## config.mk

```make
export PLATFORM = sky130hd
export DESIGN_NAME = rv32_fetch_flat
export DESIGN_NICKNAME = d
export VERILOG_FILES = /design/src/rtl/rv32_fetch_if.sv /design/src/rtl/rv32_fetch.sv /design/src/flat_wrapper.sv
export SDC_FILE = /design/constraint.sdc
export NUM_CORES = 1
export LEC_CHECK = 0
export ABC_CLOCK_PERIOD_IN_PS = 6770
export CELL_PAD_IN_SITES_DETAIL_PLACEMENT = 0
export CELL_PAD_IN_SITES_GLOBAL_PLACEMENT = 1
export CORE_MARGIN = 2
export CORE_UTILIZATION = 39
export DETAILED_ROUTE_END_ITERATION = 7
export PLACE_DENSITY_LB_ADDON = 0.1
export SETUP_SLACK_MARGIN = 0.05
export SYNTH_ARGS = -nofsm -noshare
export SYNTH_HDL_FRONTEND = slang
export SYNTH_SLANG_ARGS = --single-unit
```

## constraint.sdc

```tcl
create_clock -name clk -period 6.77 [get_ports clk]
set_input_delay 1.0155 -clock clk [delete_from_list [all_inputs] [get_ports clk]]
set_output_delay 1.0155 -clock clk [all_outputs]
set_load 0.005 [all_outputs]
```

## src/rtl/rv32_fetch_if.sv

```systemverilog
// Fetch-stage bus bundle: instruction ROM port, IF/ID handshake toward decode,
// redirect input from execute, and fetch status.
interface rv32_fetch_if #(
  parameter int ADDR_W = 10
);
  logic [ADDR_W-1:0] imem_addr;
  logic [31:0]       imem_data;
  logic              id_valid;
  logic [31:0]       id_instr;
  logic [31:0]       id_pc;
  logic              id_ready;
  logic              redirect_valid;
  logic [31:0]       redirect_pc;
  logic              fetch_fault;
  logic [31:0]       fetch_count;

  // fetch stage side
  modport master (
    output imem_addr,
    input  imem_data,
    output id_valid,
    output id_instr,
    output id_pc,
    input  id_ready,
    input  redirect_valid,
    input  redirect_pc,
    output fetch_fault,
    output fetch_count
  );

  // ROM / decode / execute side
  modport slave (
    input  imem_addr,
    output imem_data,
    input  id_valid,
    input  id_instr,
    input  id_pc,
    output id_ready,
    output redirect_valid,
    output redirect_pc,
    input  fetch_fault,
    input  fetch_count
  );
endinterface

```

## src/rtl/rv32_fetch.sv

```systemverilog
// rv32 instruction fetch stage: owns the PC, reads the combinational ROM and
// fills the IF/ID register. Redirects flush IF/ID and reload the PC; an
// illegal PC (misaligned or beyond the ROM) parks the stage in FAULT until a
// redirect to a legal target arrives.
module rv32_fetch #(
  parameter logic [31:0] RESET_PC = 32'h0000_0000,
  parameter int          ADDR_W   = 10
) (
  input  logic          clk,
  input  logic          rst,
  rv32_fetch_if.master  bus
);

  typedef enum logic [1:0] {BOOT, RUN, FAULT} state_t;

  typedef struct packed {
    logic [31:0] instr;
    logic [31:0] pc;
  } ifid_t;

  state_t      state;
  logic [31:0] pc;
  ifid_t       ifid;
  logic        ifid_vld;
  logic        fault;
  logic [31:0] count;

  logic pc_legal;
  logic redir_legal;
  logic xfer;
  logic advance;

  // Legal address: word aligned and inside the 2**ADDR_W word ROM.
  assign pc_legal    = (pc[1:0] == 2'b00) && (pc[31:ADDR_W+2] == '0);
  assign redir_legal = (bus.redirect_pc[1:0] == 2'b00) &&
                       (bus.redirect_pc[31:ADDR_W+2] == '0);

  // Decode takes the IF/ID entry this cycle (also true when it is being flushed).
  assign xfer = ifid_vld & bus.id_ready;

  // A new fetch can land in IF/ID: slot empty or draining, no redirect, PC legal.
  assign advance = (state == RUN) && (!ifid_vld || bus.id_ready) &&
                   !bus.redirect_valid && pc_legal;

  // ROM address follows the PC in every state, so the ROM never sees X.
  assign bus.imem_addr   = pc[ADDR_W+1:2];
  assign bus.id_valid    = ifid_vld;
  assign bus.id_instr    = ifid.instr;
  assign bus.id_pc       = ifid.pc;
  assign bus.fetch_fault = fault;
  assign bus.fetch_count = count;

  // Fetch FSM, PC, IF/ID register, fault flag and transfer counter.
  always_ff @(posedge clk or posedge rst) begin
    if (rst) begin
      state    <= BOOT;
      pc       <= RESET_PC;
      ifid     <= '0;
      ifid_vld <= 1'b0;
      fault    <= 1'b0;
      count    <= '0;
    end else begin
      if (xfer) count <= count + 32'd1;

      case (state)
        BOOT: begin
          // One idle cycle out of reset; a redirect here still lands in RUN
          // and the target gets checked there.
          if (bus.redirect_valid) begin
            pc    <= bus.redirect_pc;
            state <= RUN;
          end else if (pc_legal) begin
            state <= RUN;
          end else begin
            state <= FAULT;
            fault <= 1'b1;
          end
        end

        RUN: begin
          if (bus.redirect_valid) begin
            ifid_vld <= 1'b0;
            pc       <= bus.redirect_pc;
          end else if (!pc_legal) begin
            // No fetch from a bad PC; whatever already sits in IF/ID may drain.
            state <= FAULT;
            fault <= 1'b1;
            if (xfer) ifid_vld <= 1'b0;
          end else if (advance) begin
            ifid     <= '{instr: bus.imem_data, pc: pc};
            ifid_vld <= 1'b1;
            pc       <= pc + 32'd4;
          end
          // otherwise stalled: IF/ID and pc hold
        end

        FAULT: begin
          if (bus.redirect_valid) begin
            ifid_vld <= 1'b0;
            pc       <= bus.redirect_pc;
            if (redir_legal) begin
              state <= RUN;
              fault <= 1'b0;
            end
          end else if (xfer) begin
            ifid_vld <= 1'b0;
          end
        end

        default: begin
          state <= FAULT;
          fault <= 1'b1;
        end
      endcase
    end
  end

endmodule
```

## src/flat_wrapper.sv

```systemverilog
// flat-port wrapper written by rule: the top's interface ports become plain ports
module rv32_fetch_flat 
#(
  parameter logic [31:0] RESET_PC = 32'h0000_0000,
  parameter int          ADDR_W   = 10
)
  (clk, rst, bus_imem_addr, bus_imem_data, bus_id_valid, bus_id_instr, bus_id_pc, bus_id_ready, bus_redirect_valid, bus_redirect_pc, bus_fetch_fault, bus_fetch_count);
  rv32_fetch_if #(.ADDR_W(ADDR_W)) bus_i ();
  input  logic clk;
  input  logic rst;
  output wire logic [$bits(bus_i.imem_addr)-1:0] bus_imem_addr;
  input wire logic [$bits(bus_i.imem_data)-1:0] bus_imem_data;
  output wire logic [$bits(bus_i.id_valid)-1:0] bus_id_valid;
  output wire logic [$bits(bus_i.id_instr)-1:0] bus_id_instr;
  output wire logic [$bits(bus_i.id_pc)-1:0] bus_id_pc;
  input wire logic [$bits(bus_i.id_ready)-1:0] bus_id_ready;
  input wire logic [$bits(bus_i.redirect_valid)-1:0] bus_redirect_valid;
  input wire logic [$bits(bus_i.redirect_pc)-1:0] bus_redirect_pc;
  output wire logic [$bits(bus_i.fetch_fault)-1:0] bus_fetch_fault;
  output wire logic [$bits(bus_i.fetch_count)-1:0] bus_fetch_count;
  assign bus_imem_addr = bus_i.imem_addr;
  assign bus_i.imem_data = bus_imem_data;
  assign bus_id_valid = bus_i.id_valid;
  assign bus_id_instr = bus_i.id_instr;
  assign bus_id_pc = bus_i.id_pc;
  assign bus_i.id_ready = bus_id_ready;
  assign bus_i.redirect_valid = bus_redirect_valid;
  assign bus_i.redirect_pc = bus_redirect_pc;
  assign bus_fetch_fault = bus_i.fetch_fault;
  assign bus_fetch_count = bus_i.fetch_count;
  rv32_fetch #(.RESET_PC(RESET_PC), .ADDR_W(ADDR_W)) u_core (.clk(clk), .rst(rst), .bus(bus_i));
endmodule
```

==> reports/results.ini <==
[yosys]
synth.avg_cell_area_sq_um = 10.9
ys_types = 49
netlist_area_sq_mm = 0.00604
ys_seq_area_share_pct = 54.7
synth_area_leaders = dfrtp_1 55%, mux2_2 5.2%, xnor2_1 3.5%
synth_top_area_share_pct = 54.7
synth_flop_cell = dfrtp_1
async_flop_share_pct = 100
synth_edf_count = 0
syn_inst = 555
syn_nets = 629
synth-seq-cells = 132
ys_warn_count = 0
synth_largest_area_cell = dfrtp_1

[layout]
drive_gt1_share_pct = 10.4
area_delta_synth_final_pct = 42.1
instances_no_fill = 921
diodes = 0
final_cell_mix = 175 x clkdlybuf4s50_1, 132 x dfrtp_1, 37 x a21oi_1, 36 x nor2_1, 32 x nand3_1
layout.nets = 794
final_common_cell = clkdlybuf4s50_1

[setup_path]
critPathLaunchType = primary input
worstPathArrival_ns = 3.21
worstPathRequired_ns = 7.11
crit_path_max_fanout = 27
worstSetupPathType = primary input to register
end_kind = register

[global_routing]
grt_use_total_pct = 19.2
grt_max_degree = 71
gr-usage-met1_pct = 26.5
busiest_layer = met2
grt_pass1_wl_um = 24600
gr-total-overflow = 0
antenna_found_initial = 0
met2_usage_pct = 30.0
grt_pass1_vias = 4584
grt_use_met3_pct = 4.28

[sta]
setup_viol = 0
max_slew_margin_pct = 16.2
hold_viol_final = 0
fmax_mhz = 349
tns_ns = 0
rsz0062_at_grt = no
finalCritPeriodShare_pct = 42.3
drv_slew = 0
finalCriticalPeriod_ns = 2.86
worst_pin_slew_ns = 1.26
fin_skew_ns = 0.00901

[detailed_routing]
firstDrtPassIters = 4
ant_nets = 0
routedWlPerCell_um = 16.8
dr_total_vias = 4788
wl_um = 15500
vias_per_cell = 5.20
initialDrtViolationCount = 273
drc = 0

[clocking]
cts_tree = yes
cts_buffers = 17
postCtsHoldBufs = 0
cts_setup_buffers = 0
cts.sinks = 132
clk_path_buf_depth = 2
root_buffer = clkbuf_16
htreeDepth = 4
clk_pin_slew_ns = 0.06
worstSkewPairLatency_ns = 0.42
cts_resized = 0

[power_and_ir_drop]
ir_worst_vdd_uv = 280
pwr_density_cell_mw_per_mm2 = 330
p_leak_uw = 0.00374

[floorplan]
rows = 45
die_x_um = 128
boundaryPins = 176
start_util_pct = 39.9
core-area_sq_mm = 0.0151
die-area_sq_mm = 0.0165
die_height_um = 128

[placement]
port-buffer-count = 175
gp_congestion = 0.808
dp_hpwl_um = 10900
dp_cells = 889

[outcome]
outcome = completed

[worst_hold_path]
hp-class = register to register

[job]
cap_violations = 0

-- synthesized netlist by cell type (14+ instances only) --
cell / n
a21oi_1: 37
xnor2_1: 24
nor2b_1: 23
nand4_1: 15
nand3_1: 32
mux2_2: 28
mux2_1: 17
o21ai_0: 26
dfrtp_1: 132
nand2_1: 29
buf_4: 14
nor2_1: 36
-- through the flow --
| step | total power [uW] | util (%) | cell area [sq um] | setup slack [ns] | hold slack, ns |
|---|---|---|---|---|---|
| 5_1_grt | 2990 | 56.7 | 8580 | 3.70 | 0.498 |
| 4_1_cts | 2860 | 56.7 | 8580 | 3.93 | 0.487 |
| 3_5_place_dp | 1770 | 52.1 | 7890 | 3.49 | 0.473 |
| 6_report | 2830 | 56.7 | 8580 | 3.91 | 0.484 |
| 3_3_place_gp | 1740 | 52.1 | 7890 | 3.58 | 0.467 |
| 2_1_floorplan | 1530 | - | 6040 | 2.23 | 0.465 |
-- power breakdown --
group          total (uW)  leakage (uW)  switching, uW  internal, uW
Combinational         693       0.00167            373           320
Sequential           1060       0.00174            158           905
Clock                1080      0.000334            341           738
-- final timing paths --
kind                                        startpoint                     end  slack [ns]  cells after the start
max in group asynchronous                          rst     u_core.bus.id_pc[0]        4.24                      3
worst min-delay path            u_core.bus.fetch_fault  u_core.bus.fetch_fault        0.48                      1
worst max-delay path                bus_redirect_valid            u_core.pc[2]        3.91                      6
worst max register to register           u_core.pc[14]  u_core.bus.id_instr[4]        3.94                      6
worst min register to register  u_core.bus.fetch_fault  u_core.bus.fetch_fault        0.48                      1
min in group asynchronous                          rst  u_core.bus.id_instr[1]        1.11                      2
-- logic make-up after synthesis --
group | count (synthesis) | synth area share [%]
xor+xnor | 31 | 4.49
flops | 132 | 54.7
buf+inv | 43 | 3.62
fa+ha+maj | 6 | 1.24
mux | 46 | 8.55
compound gates | 113 | 11.2
simple gates | 184 | 16.2
-- area by class of cell --
type / count / area, sq um
clock buffer: 19 / 443
clock inverter: 13 / 253
fill: 1275 / 6560
inverter: 10 / 40.0
multi-input combinational: 380 / 2530
sequential: 132 / 3300
tap: 188 / 235
timing repair buffer: 179 / 1780
-- flip-flops by register name, indices dropped and copies added, names as in the netlist --
register / cells
u_core.pc: 32
u_core.bus.id_instr: 32
u_core.bus.id_pc: 32
u_core.bus.fetch_fault: 1
u_core.bus.fetch_count: 32
u_core.bus.id_valid: 1
u_core.state: 2
-- worst max-delay path, stage by stage --
cell             delay [ns]
clkdlybuf4s50_1        0.68
nor2_1                 0.08
a21oi_1                0.21
o21a_1                 0.83
o21ai_0                0.21
mux2i_1                0.17
-- per-layer routing --
| metal | up-vias | share of wire, % |
|---|---|---|
| met5 | - | 0 |
| met4 | 0 | 0.87 |
| met3 | 11 | 5.1 |
| met2 | 142 | 47 |
| met1 | 2328 | 47 |
| li1 | 2307 | - |
No activity file was read; power rests on OpenSTA's default activity.
==> RTL change: new RTL, same flow settings <==
Reset style: synchronous (`rst`), changed in one clocked block.
--- a/src/rtl/rv32_fetch.sv
+++ b/src/rtl/rv32_fetch.sv
@@ -51,7 +51,7 @@
   assign bus.fetch_count = count;
 
   // Fetch FSM, PC, IF/ID register, fault flag and transfer counter.
-  always_ff @(posedge clk or posedge rst) begin
+  always_ff @(posedge clk) begin
     if (rst) begin
       state    <= BOOT;
       pc       <= RESET_PC;
Behaviour: differs if rst is asserted again (counterexample within 4 cycles, from zero or initial values and one cycle with rst high); with rst held inactive, the same outputs for 4 cycles.
==> RTL change against the original RTL <==
Synthesized area down 0.48%. Worst hold slack got worse by 0.032 ns. Setup slack got worse by 0.43 ns. Design area is 2.6% lower. Wire length up 13%. Core utilization decreased by 1.5 points. Power shrank 15%. Largest cell class is now multi-input combinational cells. Register-to-register slack improved by 0.04 ns. Sequential cell count stayed put.
==> RTL change: results (changes against the original RTL) <==
outcome completed; number of global-route vias before repair 5473 (+19%); met2 Use GR 33.7% (+3.6 points); hold path start u_core.bus.id_instr[20]; Syn Nets 798 (+27%); top cells by count, synth dfxtp_1 (132), nand2_1 (131), a21oi_1 (66), nor2_1 (49), clkbuf_1 (41); final wirelength 17400 µm (+13%); GRT Overall Usage 21.0% (+1.9 points); Async SR Flop Fraction 0% (-100 points); Worst VDD drop 0.000214 V (-24%); Slew Limit Headroom 21.0% (+4.8 points); RePlAce Congestion 0.825 (+2.1%); Iteration-0 DRC Markers 413 (+51%); Initial DRT Pass Iterations 5 (+1); met2 routed WL 8100 µm (+12%); # fillers 1377 (+8.0%); hpwl dp 11400 µm (+4.7%); reg2reg start u_core.pc[31]; nets 935 (+18%); Worst R2R Setup Slack 3.98 ns (+0.04 ns); Leak Pwr 2.93 nW (-22%); pin count of the biggest net entering global routing 107 (+51%); sequential fraction of the synthesis area 43.9% (-11 points); Cell Int Power 1.65 mW (-16%); Worst Path Max Fanout 31 (+15%); Place WS 3.09 ns (-0.404 ns); via count 5864 (+22%); fin crit share 48.7% (+6.4 points); first-pass GRT wire length 27900 µm (+14%); M1 WL 8180 µm (+12%); met1 GRT Util 28.2% (+1.7 points); met3 routed WL 920 µm (+17%); Arr. time, crit path 3.55 ns (+0.34 ns); critical path startpoint bus_id_ready
[RTL change: cell types whose count changed in the layout (fill, tap and decap cells not counted), moves of 19 or more]
cell,change
mux2_2,-28
nand2_1,+102
nor2b_1,-22
a21oi_1,+29
dfxtp_1,+132
dfrtp_1,-132
xnor2_1,-19
and3_1,+21
[RTL change: worst max-delay path: stages]
cell	delay, ns
clkdlybuf4s50_1	0.51
nor2b_1	0.33
o311a_1	0.99
or2_4	0.54
o32ai_1	0.14
[RTL change: final cells by class]
class	count	share of cell area, %
Multi-Input combinational cell	523	36.6
Sequential cell	132	31.6
Timing Repair Buffer	180	21.4
Clock buffer	17	5.09
Tap cell	188	2.81
Clock inverter	15	2.16
Inverter	7	0.314
[RTL change: final timing paths]
check | endpoint | cells past startpoint
setup / recovery | u_core.pc[9] | 5
hold / removal | u_core.bus.id_instr[20] | 2
setup reg to reg | u_core.bus.id_pc[30] | 4
hold reg to reg | u_core.bus.id_instr[20] | 2
[RTL change: power by group through the flow]
stage                     Combinational [mW]  Clock [mW]  Sequential, mW
after floorplan                        0.382           0           0.924
after global placement                 0.502           0           0.956
after detailed placement               0.511           0           0.960
after CTS                              0.513       0.961           0.944
after global routing                   0.572       0.995           0.956
final                                  0.518       0.943           0.945
[RTL change: through the flow]
stage / instance area [µm²] / instances / hold WS [ns]
5_1_grt: 8360 / 1062 / 0.473
2_1_floorplan: 6010 / 724 / 0.452
3_5_place_dp: 7750 / 1030 / 0.446
3_3_place_gp: 7750 / 1030 / 0.442
4_1_cts: 8360 / 1062 / 0.455
6_report: 8360 / 1062 / 0.452
[RTL change: cell families after synthesis]
kind of cell | synth area share (%)
xor+xnor | 3.79
simple gates | 27.2
fa+ha+maj | 1.25
compound gates | 18.4
flops | 43.9
buf+inv | 5.41
